**config.mk**
```make
export PLATFORM = sky130hd
export DESIGN_NAME = key_debouncer
export DESIGN_NICKNAME = d
export VERILOG_FILES = /design/src/rtl/key_debouncer.sv
export SDC_FILE = /design/constraint.sdc
export NUM_CORES = 1
export LEC_CHECK = 0
export ABC_AREA = 1
export CORE_MARGIN = 2
export CORE_UTILIZATION = 46
export DETAILED_ROUTE_END_ITERATION = 7
export MAX_ROUTING_LAYER = met4
export SLEW_MARGIN = 20
export SYNTH_ARGS = -nofsm -noshare
export SYNTH_HDL_FRONTEND = slang
export SYNTH_SLANG_ARGS = --single-unit
```
**constraint.sdc**
```tcl
create_clock -name clk -period 4.7 [get_ports clk]
set_input_delay 0.94 -clock clk [delete_from_list [all_inputs] [get_ports clk]]
set_output_delay 0.94 -clock clk [all_outputs]
set_load 0.005 [all_outputs]
```
**src/rtl/key_debouncer.sv**
```systemverilog
// key_debouncer
//   Debounces an active-low, bouncy pushbutton. The raw key is brought into
//   the clk domain through a 2-flop synchronizer and inverted. A 4-state FSM
//   then accepts a level change only after DEBOUNCE_CYCLES consecutive stable
//   synchronized cycles.
//
//   Optional feature: define KEY_DEBOUNCER_REPEAT_EN to add auto-repeat. While
//   the key stays held, press_pulse fires again REPEAT_DELAY cycles after the
//   initial press_pulse, then every REPEAT_PERIOD cycles. Without the macro
//   there is no repeat logic and REPEAT_DELAY/REPEAT_PERIOD are unused.
//
// Ports
//   clk           in   system clock, rising edge
//   rst           in   synchronous reset, active-high
//   key_n         in   raw asynchronous key, active-low
//   press         out  debounced key level, active-high
//   press_pulse   out  one-cycle strobe on each accepted press (and repeat)
//   release_pulse out  one-cycle strobe on each accepted release
module key_debouncer #(
    parameter int unsigned DEBOUNCE_CYCLES = 500000,
    parameter int unsigned REPEAT_DELAY    = 25000000,
    parameter int unsigned REPEAT_PERIOD   = 5000000
) (
    input  logic clk,
    input  logic rst,
    input  logic key_n,
    output logic press,
    output logic press_pulse,
    output logic release_pulse
);

    localparam int unsigned CW = $clog2(DEBOUNCE_CYCLES + 1);
    localparam logic [CW-1:0] CNT_LAST = CW'(DEBOUNCE_CYCLES - 1);
    localparam logic [CW-1:0] CNT_MAX  = '1;

    // Elaboration-time guard on illegal parameter values.
    if (DEBOUNCE_CYCLES < 1 || REPEAT_PERIOD < 1 ||
        REPEAT_DELAY + REPEAT_PERIOD < REPEAT_PERIOD) begin : g_bad_params
        $error("key_debouncer: illegal parameter values");
    end

    typedef enum logic [1:0] {
        RELEASED,
        PRESS_PEND,
        PRESSED,
        RELEASE_PEND
    } state_t;

    state_t          state_q, state_d;
    logic [CW-1:0]   cnt_q, cnt_d;
    // Synchronizer stores the inverted key so reset value 0 means released.
    logic            sync1_q, sync2_q;
    logic            raw_s;
    logic            press_q, press_d;
    logic            ppulse_q, ppulse_d;
    logic            rpulse_q, rpulse_d;

`ifdef KEY_DEBOUNCER_REPEAT_EN
    localparam int unsigned RW = $clog2(REPEAT_DELAY + REPEAT_PERIOD + 1);
    localparam logic [RW-1:0] RPT_FIRST = RW'(REPEAT_DELAY - 1);
    localparam logic [RW-1:0] RPT_WRAP  = RW'(REPEAT_DELAY + REPEAT_PERIOD - 1);
    localparam logic [RW-1:0] RPT_BASE  = RW'(REPEAT_DELAY);
    logic [RW-1:0]   rpt_q, rpt_d;
`endif

    assign raw_s = sync2_q;

    always_comb begin
        state_d  = state_q;
        cnt_d    = cnt_q;
        ppulse_d = 1'b0;
        rpulse_d = 1'b0;
        unique case (state_q)
            RELEASED: begin
                if (raw_s) begin
                    state_d = PRESS_PEND;
                    cnt_d   = '0;
                end
            end
            PRESS_PEND: begin
                if (!raw_s) begin
                    state_d = RELEASED;
                end else if (cnt_q == CNT_LAST) begin
                    state_d  = PRESSED;
                    ppulse_d = 1'b1;
                end else if (cnt_q != CNT_MAX) begin
                    cnt_d = cnt_q + 1'b1;
                end
            end
            PRESSED: begin
                if (!raw_s) begin
                    state_d = RELEASE_PEND;
                    cnt_d   = '0;
                end
            end
            RELEASE_PEND: begin
                if (raw_s) begin
                    state_d = PRESSED;
                end else if (cnt_q == CNT_LAST) begin
                    state_d  = RELEASED;
                    rpulse_d = 1'b1;
                end else if (cnt_q != CNT_MAX) begin
                    cnt_d = cnt_q + 1'b1;
                end
            end
            default: state_d = RELEASED;
        endcase

`ifdef KEY_DEBOUNCER_REPEAT_EN
        // Counter value k means k cycles since the initial press_pulse; after
        // the first repeat it cycles RPT_BASE..RPT_WRAP, firing at each wrap.
        rpt_d = rpt_q;
        if (state_q == PRESS_PEND && state_d == PRESSED) begin
            rpt_d = '0;
        end else if (state_q == PRESSED && state_d == PRESSED) begin
            if (rpt_q == RPT_WRAP) begin
                rpt_d    = RPT_BASE;
                ppulse_d = 1'b1;
            end else begin
                if (rpt_q == RPT_FIRST) begin
                    ppulse_d = 1'b1;
                end
                rpt_d = rpt_q + 1'b1;
            end
        end else if (state_q == RELEASED) begin
            rpt_d = '0;
        end
`endif

        press_d = (state_d == PRESSED) || (state_d == RELEASE_PEND);
    end

    always_ff @(posedge clk) begin
        if (rst) begin
            sync1_q  <= 1'b0;
            sync2_q  <= 1'b0;
            state_q  <= RELEASED;
            cnt_q    <= '0;
            press_q  <= 1'b0;
            ppulse_q <= 1'b0;
            rpulse_q <= 1'b0;
`ifdef KEY_DEBOUNCER_REPEAT_EN
            rpt_q    <= '0;
`endif
        end else begin
            sync1_q  <= ~key_n;
            sync2_q  <= sync1_q;
            state_q  <= state_d;
            cnt_q    <= cnt_d;
            press_q  <= press_d;
            ppulse_q <= ppulse_d;
            rpulse_q <= rpulse_d;
`ifdef KEY_DEBOUNCER_REPEAT_EN
            rpt_q    <= rpt_d;
`endif
        end
    end

    assign press         = press_q;
    assign press_pulse   = ppulse_q;
    assign release_pulse = rpulse_q;

endmodule

```
==> metrics.md, run 1 <==
| Metric | Value |
|---|---|
| Die Ht | about 61 um |
| GPL Wtd Cong | around 0.87 |
| Routed wire length | between 3000 and 4000 um |
| Syn Nets | about 230 |
| Crit-path max FO | 3 |
| Worst R2R Setup Slack | 2.74 ns |
| Min Hold Slack | 0.418 ns |
| Worst-case reg-to-reg path depth | 8 |
| Peak VDD IR | around 0.15 mV |
| Clock Skew | a little over 0.002 ns |
| Pin count of the biggest net entering global routing | 20 |
| Fin area | roughly 0.0016 sq mm |
| First-pass GRT wire length | 5320 um |
| Slew @ Worst Pin | between 0.7 and 0.8 ns |
| Max-cap violations | 0 |
| Row cnt | 20 |
| # diodes | 0 |
| Critical Path Slowest Stage Cell | clkdlybuf4s50_1 |
| Non-Filler Instances | 273 |
| CTS tree | done |
| Antenna-violating nets left | 0 |
| Slew HR | between 50 and 60% |
| DP Worst Slack | between 2 and 2.5 ns |
| Crit path buf inv count | 1 |
| P per Cell Area | approximately 210 mW/mm^2 |
| Synthesized area per cell | between 6 and 7 sq um |
| Final hold vios | 0 |
| Synthesis Warnings | 0 |
| Initial Util | between 40% and 50% |
| Worst r2r src | cnt_q[0]$_SDFFE_PP0P_ |
| Post-CTS Resized | 0 |
| Final WS setup | about 2.5 ns |
| Synth Cell Area | 0.00149 sq mm |
| TNS Setup | 0 ns |
| DIE AREA | ~0.0037 sq mm |
| Cells after DPL | approximately 270 |
| Leak pwr | 0.562 nW |
| Layout cells sized above 1 | slightly below 8% |
| Total power draw | 0.328 mW |
| Clk sinks | 25 |
| HP Class | flip-flop to flip-flop |
| Initial antenna violation count | 0 |
| Area grow syn2layout | 5.64% |
| Worst-path clk slew | about 0.14 ns |
| PortBufs | 5 |
| 1st-pass router iterations | 4 |
| Die extent in x | ~61 um |
| Mean number of vias per cell | approximately 4.8 |
| CTS Buf Count | 3 |
| CTS Buffer Depth | 2 |
| # Post-CTS Setup Buffers | 0 |
| Status | finished clean |
| Register bit count reported by yosys | 25 |
| Delay-heaviest family, CP | buffers and inverters |
| Utilization after layout | 51.4% |
| Congestion Overflow GR | 0 |
| CP endpoint kind | output port |
| Hold Path Sink | raw_s$_SDFF_PP0_ |
| Distinct cells, synth | 30 |
| DR WL/cell | ~11 um |
| Critical path arrival | around 1.3 ns |
| Crit path cell chain | clkdlybuf4s50_1 |
| Fmax | roughly 0.45 GHz |
| I/O Pins | 6 |
| Post-route clock period utilization | 47.1% |
| Root buffer cell | clkbuf_4 |
| Hpwl dp | around 2200 um |
| Vias in the first global route | approximately 1,200 |
| Hold Startpoint | sync1_q$_SDFF_PP0_ |
| CP startpoint kind | flip-flop |
| Gate Count Post-Synth | roughly 230 |
| Critical Path Max Stage Delay | between 0.5 and 0.6 ns |
| Critical R2R Capture | cnt_q[1]$_SDFFE_PP0P_ |
| All-Layer GR Usage | about a fifth |
| WP data required | roughly 3.8 ns |
| Cell Area, Placed | roughly 0.0015 sq mm |
| RSZ-0062 raised after global routing | false |
| Max Slew Vio Count | 0 |
| Post-synthesis sequential area ratio | between 30% and 40% |
| Clock Latency Late Sink | ~0.32 ns |
| Final setup viols | 0 |
| Hold path depth | 2 |
| Hold buffers post-CTS | 0 |
| Setup CP Type | flip-flop to output port |
| Iteration-0 DRC Markers | 56 |
| Htree depth | 1 |
| Nets | approximately 230 |
| Residual DRC | 0 |
| Via count | roughly 1,300 |
| Placeable Area | between 0.003 and 0.004 sq mm |
| Min Tclk post-route | between 2 and 2.5 ns |
-- worst min-delay path, cell delays in order (launching register included) --
cell and delay, ns:
dfxtp_1 0.32, inv_1 0.04, nor2_1 0.03
-- synthesized netlist by cell type --
library cell | count | area share, %
buf_6 | 2 | 1.5
dfxtp_1 | 25 | 34
a31oi_2 | 1 | 0.84
xor2_1 | 5 | 2.9
nand4_2 | 1 | 0.84
a21oi_1 | 15 | 5.1
inv_1 | 24 | 6.1
nand2_2 | 1 | 0.42
nor2_8 | 1 | 1.3
nand3_4 | 2 | 2.4
inv_4 | 1 | 0.42
nand2_1 | 68 | 17
xnor2_1 | 2 | 1.2
nand2_4 | 1 | 0.76
or2_2 | 1 | 0.42
a21oi_2 | 1 | 0.59
nor3_1 | 4 | 1.3
buf_2 | 3 | 1.0
nor2_4 | 1 | 0.76
nand3b_1 | 1 | 0.51
o21ai_0 | 4 | 1.3
ha_1 | 1 | 0.84
nor2_2 | 2 | 0.84
and2_1 | 1 | 0.42
nand3_1 | 9 | 3.0
xor2_2 | 1 | 1.1
clkbuf_1 | 2 | 0.51
nand4_1 | 3 | 1.3
nor2_1 | 44 | 11
buf_1 | 1 | 0.25
-- state kept, by name, indices dropped and copies added, names as in the netlist --
signal	count
cnt_q	19
state_q	2
press_pulse	1
raw_s	1
release_pulse	1
sync1_q	1
-- cells in the final DEF, fill, tap and decap left out --
cell type	count
nand4_1	3
nand4_2	1
a21oi_2	1
a31oi_2	1
dfxtp_1	25
ha_1	1
nand3b_1	1
a21oi_1	15
o21ai_0	4
and2_1	1
inv_4	1
clkdlybuf4s50_1	5
xor2_1	5
nand2_4	1
xor2_2	1
nand2_1	68
or2_2	1
clkbuf_4	3
nor2_8	1
nand2_2	1
inv_1	24
nand3_4	2
nor2_1	44
xnor2_1	2
clkinv_2	1
nor3_1	4
nor2_4	1
nor2_2	2
nand3_1	9
-- power by group --
group / switching [mW] / total, mW / leakage [nW] / internal (mW)
clock network: 0.0663 / 0.0982 / 0.0177 / 0.0319
registers: 0.00119 / 0.215 / 0.202 / 0.213
logic: 0.0105 / 0.0148 / 0.343 / 0.00428
total: 0.0780 / 0.328 / 0.562 / 0.250
-- layout make-up --
type | count | area [sq um]
fill | 334 | 1480
multi-input combinational | 170 | 840
sequential | 25 | 500
inverter | 25 | 96.3
tap | 44 | 55.1
timing repair buffer | 5 | 50.0
clock buffer | 3 | 22.5
clock inverter | 1 | 5.00
-- routing by layer --
layer  vias up  GRT usage [%]  part of all wire [%]
li1        709              -                     -
met1       593           26.0                    52
met2         9           30.9                    46
met3         4           1.92                   1.5
met4         0           6.52                   1.1
met5         -              -                     0
-- worst max path at each step --
| stage | start | to | cells after the start |
|---|---|---|---|
| after detailed placement | rst | cnt_q[6]$_SDFFE_PP0P_ | 4 |
| after floorplan | rst | cnt_q[1]$_SDFFE_PP0P_ | 3 |
| after global routing | state_q[1]$_SDFF_PP0_ | press | 1 |
| final | state_q[1]$_SDFF_PP0_ | press | 1 |
| after global placement | rst | cnt_q[18]$_SDFFE_PP0P_ | 4 |
| after CTS | state_q[1]$_SDFF_PP0_ | press | 1 |
-- cells by family (layout without fill, tap and decap cells) --
kind of cell / Yosys count / in the layout / synth area share [%]
adder cells (fa/ha/maj): 1 / 1 / 0.842
buffers and inverters: 33 / 34 / 9.77
flip-flops: 25 / 25 / 33.7
XOR/XNOR: 8 / 8 / 5.22
AND/OR/NAND/NOR: 140 / 140 / 42.6
AO/OA/AOI/OAI: 21 / 21 / 7.83
No activity file was read; power rests on OpenSTA's default activity.
==> run 2, diff against run 1 <==
- clock period: 4.7 -> 2.3 ns (I/O delays scaled with it)
==> run 2 against run 1 <==
Effect of this change:
- register-to-register slack worse by 2.3 ns
- setup slack worse by 2.0 ns
- combinational power is 110% higher
- highest routed layer unchanged
- wire length is 1.7% lower
- largest power group unchanged
- first-iteration DRC count is 32% higher
- die area stayed put
- final cell count is 0.37% higher
- count of clock-buffer cells in the layout stayed put
==> metrics.md, run 2 (synthesis results as in run 1) <==
| Metric | Value |
|---|---|
| Met2 routed WL | about 1400 um |
| Vias in the first global route | 1,172 |
| Congestion Overflow GR | 0 |
| DR WL/cell | 10.8 um |
| Hold path depth | 2 |
| Die Ht | about 60 um |
| Placeable Area | 0.00305 sq mm |
| Root buffer cell | clkbuf_4 |
| Critical Path Max Stage Delay | about 0.37 ns |
| Critical path arrival | 2.06 ns |
| Crit path buf inv count | 2 |
| Pin count of the biggest net entering global routing | 20 |
| Max-cap violations | 0 |
| Row cnt | 20 |
| Worst-case reg-to-reg path depth | 8 |
| Area grow syn2layout | 6.15% |
| Clock Latency Late Sink | between 0.3 and 0.4 ns |
| Antenna-violating nets left | 0 |
| DP Worst Slack | 0.484 ns |
| Post-route clock period utilization | between 70% and 80% |
| Delay-heaviest family, CP | simple AND/OR/NAND/NOR gates |
| Status | finished clean |
| Cells after DPL | 270 |
| Critical Path Slowest Stage Cell | inv_1 |
| Clock power share | roughly 30% |
| DIE AREA | ~0.0037 sq mm |
| Initial Util | approximately 49% |
| DR top layer | met4 |
| Slew HR | roughly two thirds |
| Fillers | approximately 330 |
| Nets | approximately 240 |
| WL met3 | about 100 um |
| CP endpoint kind | flip-flop |
| Non-Filler Instances | 274 |
| WP data required | 2.52 ns |
| Final hold vios | 0 |
| Sw Share | a little under a quarter |
| Routed wire length | 2970 um |
| P per Cell Area | around 420 mW/mm^2 |
| TNS Setup | 0 ns |
| Mean number of vias per cell | around 4.8 |
| Clk sinks | 25 |
| Slew @ Worst Pin | 0.505 ns |
| CTS Buffer Depth | 2 |
| CP startpoint kind | flip-flop |
| Initial antenna violation count | 0 |
| Hold buffers post-CTS | 0 |
| Clock Skew | about 0.0067 ns |
| # diodes | 0 |
| Number of flip-flops under the largest register name | 19 |
| Met1 WL | about 1500 um |
| Setup CP Type | flip-flop to flip-flop |
| Most common cell after layout, fill and taps aside | nand2_1 |
| Worst-path clk slew | 0.14 ns |
| I/O Pins | 6 |
| Utilization after layout | around half |
| Hpwl dp | approximately 2200 um |
| Max Slew Vio Count | 0 |
| # Post-CTS Setup Buffers | 0 |
| GPL Wtd Cong | 0.859 |
| Hold Startpoint | sync1_q$_SDFF_PP0_ |
| Internal power | roughly 0.51 mW |
| Crit-path max FO | 19 |
| Via count | 1,327 |
| HP Class | flip-flop to flip-flop |
| Worst R2R Setup Slack | between 0.4 and 0.5 ns |
| CTS Buf Count | 3 |
| RSZ-0062 raised after global routing | false |
| Layout cells sized above 1 | a little over 8% |
| Most frequent cells in the layout | nand2_1, nor2_1, dfxtp_1, inv_1, a21oi_1 |
| 1st-pass router iterations | 5 |
| Min Tclk post-route | approximately 1.8 ns |
| Combinational share of power | 4.7% |
| All-Layer GR Usage | about a fifth |
| Final setup viols | 0 |
| Peak VDD IR | ~0.24 mV |
| Regs by FF count | cnt_q x19, state_q x2 |
| Post-CTS Resized | 0 |
| Critical R2R Capture | cnt_q[1]$_SDFFE_PP0P_ |
| Leak pwr | between 0.5 and 0.6 nW |
| Final WS setup | 0.465 ns |
| Worst r2r src | state_q[0]$_SDFF_PP0_ |
| Seq pwr share | around two thirds |
| Fmax | 0.545 GHz |
| Iteration-0 DRC Markers | 74 |
| CTS tree | done |
| Die extent in x | approximately 61 um |
| Htree depth | 1 |
| Hold Path Sink | raw_s$_SDFF_PP0_ |
| First-pass GRT wire length | between 5000 and 6000 um |
| PortBufs | 5 |
| NetSw | 0.155 mW |
| Residual DRC | 0 |
| Top reg by flops | cnt_q |
| Crit path cell chain | inv_1 > nor2_2 > nand3_1 > nand3_4 > inv_4 > nand2_1 > o21ai_0 > nor2_1 |
## run 2: metal layers
layer | global-route usage [%] | vias up
met5 | - | -
met4 | 5.59 | 0
met3 | 2.77 | 2
met2 | 29.5 | 25
met1 | 24.5 | 594
li1 | - | 706
## run 2: power groups by stage
stage,clock network (mW),registers (mW),logic [mW]
floorplan,0,0.448,0.0244
global placement,0,0.448,0.0307
detailed placement,0,0.448,0.0314
CTS,0.210,0.439,0.0314
global route,0.225,0.439,0.0361
finish,0.196,0.438,0.0313
## run 2: through the flow
stage / instance area (sq um) / hold WS (ns) / total power [mW]
floorplan: 1490 / 0.388 / 0.472
global placement: 1550 / 0.403 / 0.479
detailed placement: 1550 / 0.404 / 0.479
CTS: 1580 / 0.424 / 0.680
global route: 1580 / 0.460 / 0.701
finish: 1580 / 0.419 / 0.666
## run 2: cell type report
type                    instances  area [sq um]  area share, %
multi-input cells             170           840           53.3
repair buffers                  6          57.6           3.65
clock inverters                 1          5.00          0.317
flip-flops and latches         25           500           31.7
well taps                      44          55.1           3.49
inverters                      25          96.3           6.11
clock buffers                   3          22.5           1.43
## run 2: worst max path at each step
stage	startpoint	end	slack, ns	cells after the start
final	state_q[0]$_SDFF_PP0_	cnt_q[1]$_SDFFE_PP0P_	0.47	8
after global routing	state_q[0]$_SDFF_PP0_	cnt_q[1]$_SDFFE_PP0P_	0.23	8
after CTS	cnt_q[0]$_SDFFE_PP0P_	cnt_q[1]$_SDFFE_PP0P_	0.46	8
after detailed placement	cnt_q[0]$_SDFFE_PP0P_	cnt_q[1]$_SDFFE_PP0P_	0.48	8
after global placement	cnt_q[0]$_SDFFE_PP0P_	cnt_q[1]$_SDFFE_PP0P_	0.51	8
after floorplan	cnt_q[0]$_SDFFE_PP0P_	cnt_q[18]$_SDFFE_PP0P_	0.74	11
## run 2: worst register-to-register path, stage by stage (launching register included)
cell	delay, ns
dfxtp_1	0.33
inv_1	0.37
nor2_2	0.14
nand3_1	0.21
nand3_4	0.24
inv_4	0.24
nand2_1	0.08
o21ai_0	0.08
nor2_1	0.05
